<file path="config.mk">
export PLATFORM = sky130hd
export DESIGN_NAME = riscv_dcache
export DESIGN_NICKNAME = d
export VERILOG_FILES = /design/src/rtl/riscv_dcache.sv
export SDC_FILE = /design/constraint.sdc
export NUM_CORES = 2
export LEC_CHECK = 0
export CORE_MARGIN = 2
export CORE_UTILIZATION = 65
export DETAILED_ROUTE_END_ITERATION = 10
export GPL_TIMING_DRIVEN = 1
export PLACE_DENSITY = 0.83
export SYNTH_ARGS = -nofsm -noshare
export SYNTH_HDL_FRONTEND = slang
export SYNTH_SLANG_ARGS = --single-unit
</file>
<file path="constraint.sdc">
create_clock -name clk -period 12.25 [get_ports clk]
set_input_delay 3.0625 -clock clk [delete_from_list [all_inputs] [get_ports clk]]
set_output_delay 3.0625 -clock clk [all_outputs]
set_load 0.05 [all_outputs]
</file>
<file path="src/rtl/riscv_dcache.sv">
`default_nettype none
// ============================================================================
// Module   : riscv_dcache
// Purpose  : Direct-mapped, write-through, no-write-allocate data cache for a
//            RISC-V core. Line refills fetch one word per memory transaction.
//            The cache never holds dirty data.
// Ports    : clk / reset (async, active-low)
//            cpu_*     : CPU load/store port; the CPU holds its inputs while
//                        stall is high
//            mem_req_* : valid/ready request channel to backing memory
//            mem_resp_*: in-order read-data return from backing memory
// Revision : 1.0 - initial release
// ============================================================================
module riscv_dcache #(
    parameter int LINES = 16,
    parameter int WORDS = 4
) (
    input  logic        clk,
    input  logic        reset,
    input  logic [31:0] cpu_addr,
    input  logic        cpu_re,
    input  logic [3:0]  cpu_we,
    input  logic [31:0] cpu_din,
    output logic [31:0] cpu_dout,
    output logic        stall,
    output logic        mem_req_valid,
    input  logic        mem_req_ready,
    output logic        mem_req_rw,
    output logic [31:0] mem_req_addr,
    output logic [31:0] mem_req_data,
    output logic [3:0]  mem_req_mask,
    input  logic        mem_resp_valid,
    input  logic [31:0] mem_resp_data
);
    localparam int WB      = $clog2(WORDS);
    localparam int LB      = $clog2(LINES);
    // A one-word line still needs a 1-bit index signal; it is forced to zero.
    localparam int WI_W    = (WORDS > 1) ? WB : 1;
    localparam int TAG_LSB = 2 + WB + LB;
    localparam int TAG_W   = 32 - TAG_LSB;
    localparam logic [31:0]     LINE_MASK = ~((32'(WORDS) << 2) - 32'd1);
    localparam logic [WI_W-1:0] LAST_BEAT = WI_W'(WORDS - 1);

    typedef enum logic [2:0] {
        IDLE        = 3'd0,
        REFILL_REQ  = 3'd1,
        REFILL_WAIT = 3'd2,
        WR_REQ      = 3'd3,
        DONE        = 3'd4
    } state_t;

    state_t           state_q, state_d;
    logic [WI_W-1:0]  beat_q, beat_d;
    logic [LINES-1:0] valid_q, valid_d;
    logic             stall_q, stall_d;
    logic [31:0]      cpu_dout_q, cpu_dout_d;
    logic [31:0]      req_addr_q, req_addr_d;
    logic             mem_req_valid_q, mem_req_valid_d;
    logic             mem_req_rw_q, mem_req_rw_d;
    logic [31:0]      mem_req_addr_q, mem_req_addr_d;
    logic [31:0]      mem_req_data_q, mem_req_data_d;
    logic [3:0]       mem_req_mask_q, mem_req_mask_d;

    // Tag/data storage carries no reset; only the valid bits qualify it.
    logic [31:0]      data_q [LINES][WORDS];
    logic [TAG_W-1:0] tag_q  [LINES];

    logic             arr_we;
    logic [LB-1:0]    arr_line;
    logic [WI_W-1:0]  arr_word;
    logic [31:0]      arr_wdata;
    logic             tag_we;

    // Address fields of the live CPU request and of the latched miss.
    logic [LB-1:0]    cpu_line, miss_line;
    logic [WI_W-1:0]  cpu_word, miss_word;
    logic [TAG_W-1:0] cpu_tag, miss_tag;
    logic             cpu_hit;
    logic [31:0]      cpu_rd_word;
    logic [31:0]      store_word;

    assign cpu_line    = LB'(cpu_addr >> (2 + WB));
    assign cpu_word    = (WORDS > 1) ? WI_W'(cpu_addr >> 2) : '0;
    assign cpu_tag     = TAG_W'(cpu_addr >> TAG_LSB);
    assign miss_line   = LB'(req_addr_q >> (2 + WB));
    assign miss_word   = (WORDS > 1) ? WI_W'(req_addr_q >> 2) : '0;
    assign miss_tag    = TAG_W'(req_addr_q >> TAG_LSB);
    assign cpu_hit     = valid_q[cpu_line] && (tag_q[cpu_line] == cpu_tag);
    assign cpu_rd_word = data_q[cpu_line][cpu_word];

    // Byte-lane merge of store data into the currently cached word.
    always_comb begin
        store_word = cpu_rd_word;
        for (int b = 0; b < 4; b++) begin
            if (cpu_we[b]) begin
                store_word[8*b +: 8] = cpu_din[8*b +: 8];
            end
        end
    end

    always_comb begin
        state_d         = state_q;
        beat_d          = beat_q;
        valid_d         = valid_q;
        stall_d         = stall_q;
        cpu_dout_d      = cpu_dout_q;
        req_addr_d      = req_addr_q;
        mem_req_valid_d = mem_req_valid_q;
        mem_req_rw_d    = mem_req_rw_q;
        mem_req_addr_d  = mem_req_addr_q;
        mem_req_data_d  = mem_req_data_q;
        mem_req_mask_d  = mem_req_mask_q;
        arr_we          = 1'b0;
        arr_line        = miss_line;
        arr_word        = beat_q;
        arr_wdata       = mem_resp_data;
        tag_we          = 1'b0;

        case (state_q)
            IDLE: begin
                if (cpu_we != 4'b0000) begin
                    // Write-through: update the line only on a hit, always
                    // forward the store to memory.
                    if (cpu_hit) begin
                        arr_we    = 1'b1;
                        arr_line  = cpu_line;
                        arr_word  = cpu_word;
                        arr_wdata = store_word;
                    end
                    mem_req_valid_d = 1'b1;
                    mem_req_rw_d    = 1'b1;
                    mem_req_addr_d  = {cpu_addr[31:2], 2'b00};
                    mem_req_data_d  = cpu_din;
                    mem_req_mask_d  = cpu_we;
                    stall_d         = 1'b1;
                    state_d         = WR_REQ;
                end else if (cpu_re) begin
                    if (cpu_hit) begin
                        cpu_dout_d = cpu_rd_word;
                    end else begin
                        req_addr_d      = cpu_addr;
                        beat_d          = '0;
                        stall_d         = 1'b1;
                        mem_req_valid_d = 1'b1;
                        mem_req_rw_d    = 1'b0;
                        mem_req_addr_d  = cpu_addr & LINE_MASK;
                        mem_req_data_d  = 32'h0;
                        mem_req_mask_d  = 4'h0;
                        state_d         = REFILL_REQ;
                    end
                end
            end
            REFILL_REQ: begin
                if (mem_req_ready) begin
                    mem_req_valid_d = 1'b0;
                    state_d         = REFILL_WAIT;
                end
            end
            REFILL_WAIT: begin
                if (mem_resp_valid) begin
                    arr_we = 1'b1;
                    if (beat_q == LAST_BEAT) begin
                        valid_d[miss_line] = 1'b1;
                        tag_we             = 1'b1;
                        // The requested word may be the one arriving now,
                        // which is not yet visible in the data array.
                        cpu_dout_d = (miss_word == beat_q) ? mem_resp_data
                                                           : data_q[miss_line][miss_word];
                        stall_d    = 1'b0;
                        state_d    = DONE;
                    end else begin
                        beat_d          = beat_q + 1'b1;
                        mem_req_valid_d = 1'b1;
                        mem_req_addr_d  = (req_addr_q & LINE_MASK)
                                        | (32'(beat_q + 1'b1) << 2);
                        state_d         = REFILL_REQ;
                    end
                end
            end
            WR_REQ: begin
                if (mem_req_ready) begin
                    mem_req_valid_d = 1'b0;
                    stall_d         = 1'b0;
                    state_d         = IDLE;
                end
            end
            DONE: begin
                state_d = IDLE;
            end
            default: begin
                state_d = IDLE;
            end
        endcase
    end

    always_ff @(posedge clk or negedge reset) begin
        if (!reset) begin
            state_q         <= IDLE;
            beat_q          <= '0;
            valid_q         <= '0;
            stall_q         <= 1'b0;
            cpu_dout_q      <= 32'h0;
            req_addr_q      <= 32'h0;
            mem_req_valid_q <= 1'b0;
            mem_req_rw_q    <= 1'b0;
            mem_req_addr_q  <= 32'h0;
            mem_req_data_q  <= 32'h0;
            mem_req_mask_q  <= 4'h0;
        end else begin
            state_q         <= state_d;
            beat_q          <= beat_d;
            valid_q         <= valid_d;
            stall_q         <= stall_d;
            cpu_dout_q      <= cpu_dout_d;
            req_addr_q      <= req_addr_d;
            mem_req_valid_q <= mem_req_valid_d;
            mem_req_rw_q    <= mem_req_rw_d;
            mem_req_addr_q  <= mem_req_addr_d;
            mem_req_data_q  <= mem_req_data_d;
            mem_req_mask_q  <= mem_req_mask_d;
        end
    end

    always_ff @(posedge clk) begin
        if (arr_we) begin
            data_q[arr_line][arr_word] <= arr_wdata;
        end
        if (tag_we) begin
            tag_q[miss_line] <= miss_tag;
        end
    end

    assign cpu_dout      = cpu_dout_q;
    assign stall         = stall_q;
    assign mem_req_valid = mem_req_valid_q;
    assign mem_req_rw    = mem_req_rw_q;
    assign mem_req_addr  = mem_req_addr_q;
    assign mem_req_data  = mem_req_data_q;
    assign mem_req_mask  = mem_req_mask_q;

endmodule
`default_nettype wire
</file>
== Word-level counts from Yosys, hierarchy flattened ==
Memory sizes are Yosys's and may differ from the RTL's.
Index checks and enable logic that the tools add are counted.
Widths: inputs -> output; s select.
Storage, ports and cells
  RAM bits: 2432
  memories kept: 2
  flip-flop bits (word level): 156
Operators by class
  muxes and demuxes: 82
  bitwise operators: 7
  $lt $le $gt $ge: 7
  reductions and logical operators: 19
  eq/ne operators: 19
  $add $sub $neg: 2
Memory list
  data_q: words 16, bits a word 128, rd ports 2, clocked after memory_dff 0, write ports 1, line 65  | logic [31:0] data_q [LINES][WORDS];
  tag_q: words 16, bits a word 24, rd ports 1, clocked after memory_dff 0, write ports 1, line 66  | logic [TAG_W-1:0] tag_q [LINES];
Operator list (number)
  $mux 32: 22
  $bmux 32 s2: 2
  $mux 128: 1
  $pmux 32 s2: 2
  $demux 32 s2: 1
  $mux 8: 4
  $or 32x5->32: 1
  $eq 24x24->1: 1
  $mux 4: 6
  $reduce_and 6->1: 4
  $mux 1: 22
  $mux 3: 7
  $ne 2x2->1 const B: 9
  $mux 2: 8
  $or 16x16->16: 1
  $pmux 3 s4: 1
  $lt 4x5->1 const B: 2
  $reduce_and 5->1: 2
  $ge 3x3->1 const B: 3
  $not 2->3: 3
  $eq 3x2->1 const B: 2
  $ne 3x3->1 const B: 2
  $pmux 1 s3: 2
  $reduce_and 3->1: 2
  20 further kinds: 26

== Longest topological paths before layout ==
  word-level depth: 12
  mapped depth: 17

== Worst setup path before layout ==
Ideal clock, no wire load.
  path kind: input-to-reg
  from: in cpu_addr[5]
  to: mem data_q[11][0] in the netlist's numbering (enable)
  data arrival time: 8.276 ns
  cell stages on the path: 14
  path buffers: 5
  setup slack: 3.504 ns
  data required time: 11.780 ns
  library setup time: 0.470 ns
  cell sequence: buf_2 buf_2 clkbuf_1 mux4_2 and3_1 a311oi_1 nand3_1 nor4_1 nand3_1 nor4_2 buf_4 nand2_2 buf_2 a211oi_1
On the way
  cells in the longest elaborated chain, start to end: 12
Ends and longest elaborated chain
  start, declared: line 20  | input logic [31:0] cpu_addr,
  $mem_v2 16x24 or $bmux 1 s4 (tied branches)
  $eq 24x24->1 or $mux 1 (tied branches): line 88  | assign cpu_hit = valid_q[cpu_line] && (tag_q[cpu_line] == cpu_tag);
  $logic_and 1x1->1: line 88
  $mux 2: line 124  | if (cpu_hit) begin
  $mux 2: line 121  | if (cpu_we != 4'b0000) begin
  $mux 2: line 119  | case (state_q)
  $not 2->3 (not written as such): line 226  | data_q[arr_line][arr_word] <= arr_wdata;
  $ge 3x3->1 (not written as such) or $lt 3x1->1 (tied branches): line 226
  $logic_and 1x1->1 (not written as such): line 226
  $mux 32 (not written as such): line 226
  $demux 32 s2: line 226
  $mux 128 (not written as such): line 226
  end, declared: line 65
Parallel ways exist; a longest one is shown, timed or not. The select of a mux whose other input is x is not followed.

== Worst setup path after layout ==
  from: in cpu_addr[6]
  to: mem data_q[12][27] in the netlist's numbering (enable)
Same word-level chain as after synthesis.

==> results.sh <==
export IMPL_status="finished, final reports clean"
export IMPL_hold_violations=0
export IMPL_ys_warn_count=0
export IMPL_cts_tree="yes"
export IMPL_path_max_fanout=77
export IMPL_ir_worst_vdd_uv=204
export IMPL_dieArea_um2=183000
export IMPL_yosys_area_top_type="edfxtp_1"
export IMPL_drt_initial_drc_count=13576
export IMPL_crit_required_ps=12820
export IMPL_holdBufCountCts=0
export IMPL_total_leakage_power_nw=41.4
export IMPL_synthCells=5395
export IMPL_die_width_um=428
export IMPL_numCtsBuffers=278
export IMPL_ys_seq_elements=2584
export IMPL_rsz0062_at_grt="false"
export IMPL_worst_slew_pin_slew_ps=1360
export IMPL_drt_total_wl_mm=386
export IMPL_drv_cap=0
export IMPL_dpl_cell_count=7736
export IMPL_io_pins=208
export IMPL_rows=155
export IMPL_cp_end_kind="flop"
export IMPL_async_flop_share=0.0588
export IMPL_port_buffers=203
export IMPL_ant_nets=0
export IMPL_grt_pass1_vias=69680
export IMPL_timing_hold_ws_ps=471
export IMPL_htreeDepth=5
export IMPL_nFillCells=8909
export IMPL_r2r_slack_ps=5380
export IMPL_place_congestion=0.876
export IMPL_total_power_mw=24.3
export IMPL_dr_pass1_iters=7
export IMPL_clock_fmax_mhz=99.4
export IMPL_postCtsSetupRepairBufs=0
export IMPL_hpwlAfterDp_mm=201
export IMPL_power_per_cell_area_nw_per_um2=184
export IMPL_intPower_mw=17.2
export IMPL_viasPerCell=8.33
export IMPL_grtUsageTotal=0.419
export IMPL_via_count=68573
export IMPL_start_util=0.655
export IMPL_core_region_area_um2=179000
export IMPL_cts_sinks=2584
export IMPL_synth_edf_count=2432
export IMPL_sw_frac_of_total=0.293
export IMPL_synth_avg_cell_area_um2=21.7
export IMPL_cts_resized_gates=0
export IMPL_final_setup_tns_ps=0
export IMPL_r2r_end="data_q[12][27]"
export IMPL_final_cells=8232
export IMPL_synth_top_cells_by_area="edfxtp_1 (62%), mux4_2 (27%), dfrtp_1 (3.3%)"
export IMPL_insertion_delay_ps=970
export IMPL_combPwrFrac=0.233
export IMPL_p_clk_frac=0.337
export IMPL_hold_depth=1
export IMPL_synth_top_area_frac=0.625
export IMPL_layout_min_cycle_time_ps=10060
export IMPL_clock_root_buffer="clkbuf_16"
export IMPL_path_class="in2reg"
export IMPL_nets=5776
export IMPL_synth_flop_cell="edfxtp_1"
export IMPL_p_switching_mw=7.11
export IMPL_min_path_type="reg2reg"
export IMPL_layout_commonest_cell="edfxtp_1"
export IMPL_max_slew_margin=0.0902
export IMPL_final_cell_mix="edfxtp_1 (2,432), mux4_2 (1,404), clkbuf_16 (285), clkdlybuf4s50_1 (193), nand2_1 (190)"
export IMPL_drive_above_1_share=0.383
export IMPL_slew_viol_final=0
export IMPL_antenna_found_initial=13
export IMPL_drc=0
export IMPL_syn_cell_area_um2=117000
export IMPL_overflow=0
export IMPL_synthToLayoutAreaGrowth_pct=12.6
export IMPL_setup_viol_count_final=0
export IMPL_die_h_um=428
export IMPL_clk_pin_slew_worst_paths_ps=60
export IMPL_seq_power_share=0.430
export IMPL_cp_start_kind="input port"
export IMPL_yosysSeqAreaShare=0.657
export IMPL_arrival_ps=10640
export IMPL_period_share=0.822
export IMPL_avgRoutedWirePerCell_um=46.9
export IMPL_cts_buffer_depth=4
export IMPL_r2r_start="tag_q[15][11]"
export IMPL_clock_skew_ps=73.0
export IMPL_ff2ff_path_depth=10
export IMPL_finalCoreUtilization=0.737
export IMPL_grt_start_max_net_pins=131
export IMPL_yosysUniqueCellTypes=66
export IMPL_min_from="valid_q[7]"
export IMPL_grt_pass1_wl_mm=532
export IMPL_hold_path_end="valid_q[7]"
-- cells in the mapped netlist (all sizes together), types with 6 or more instances --
master,n
edfxtp,2432
mux4,1404
clkbuf,262
nand2,193
buf,152
dfrtp,152
mux2i,136
nor2,131
mux2,100
a21oi,99
a22o,44
a211oi,33
o21ai,33
a22oi,23
inv,21
or2,17
o21ba,16
nand3,14
nand2b,13
nor3,13
xor2,12
xnor2,10
and3,8
o22ai,8
nor4,7
or3,6
-- power by group through the flow --
stage	combinational, mW	clock [mW]	sequential, mW
floorplan	3.34	0	10.9
global placement	5.31	0	10.6
detailed placement	5.41	0	10.6
CTS	5.53	8.14	10.4
global route	5.76	8.45	10.5
finish	5.67	8.19	10.4
-- through the flow --
stage / instance area (um2) / worst slack, ps
floorplan: 117000 / 3500
detailed placement: 123000 / 1900
finish: 132000 / 2190
global placement: 123000 / 1860
CTS: 131000 / 2470
global route: 132000 / 2330
-- metal layers --
layer | track usage | share of wire | up-vias
li1 | - | - | 24048
met1 | 0.515 | 0.28 | 34736
met2 | 0.633 | 0.46 | 7799
met3 | 0.143 | 0.16 | 1972
met4 | 0.295 | 0.091 | 18
met5 | 0 | 0.00055 | -
-- kinds of logic after synthesis --
logic type               after synthesis  synth area share
other                                  1         0.0000321
multiplexers                        1640             0.293
buffers and inverters                436            0.0159
AO/OA/AOI/OAI                        289            0.0168
flip-flops                          2584             0.657
adder cells (fa/ha/maj)                1          0.000107
AND/OR/NAND/NOR                      422            0.0157
XOR/XNOR                              22           0.00165
-- sequential cells by signal (all words and copies together), names as in the netlist --
| name | flops |
|---|---|
| valid_q | 16 |
| mem_req_valid | 1 |
| mem_req_addr | 30 |
| data_q | 2048 |
| tag_q | 384 |
| cpu_dout | 32 |
| beat_q | 2 |
| mem_req_data | 32 |
| mem_req_rw | 1 |
| req_addr_q | 30 |
| state_q | 3 |
| mem_req_mask | 4 |
| stall | 1 |
-- critical path: stages --
cell	delay, ps
buf_8	550
buf_4	720
buf_4	800
nor2_1	170
o21ai_1	250
xor2_1	140
nor4_1	690
nand3_1	300
nor4_4	980
nand2_2	800
a211oi_4	1300
buf_4	550
-- worst max path at each step --
stage                      startpoint              to  slack [ps]
after CTS                 cpu_addr[6]  data_q[12][20]        2470
after global placement    cpu_addr[6]  data_q[12][20]        1860
final                     cpu_addr[6]  data_q[12][27]        2190
after detailed placement  cpu_addr[6]  data_q[12][20]        1900
after floorplan           cpu_addr[5]   data_q[11][0]        3500
after global routing      cpu_addr[6]  data_q[12][27]        2330
-- layout make-up --
| type | instances | area, um2 | share of cell area |
|---|---|---|---|
| diodes | 9 | 22.5 | 0.000171 |
| repair buffers | 408 | 3840 | 0.0291 |
| multi-input cells | 2376 | 39400 | 0.299 |
| clock inverters | 107 | 898 | 0.00682 |
| clock buffers | 371 | 7630 | 0.0580 |
| inverters | 22 | 92.6 | 0.000703 |
| well taps | 2355 | 2950 | 0.0224 |
| flip-flops and latches | 2584 | 76900 | 0.584 |
(Power assumes the default switching activity.)
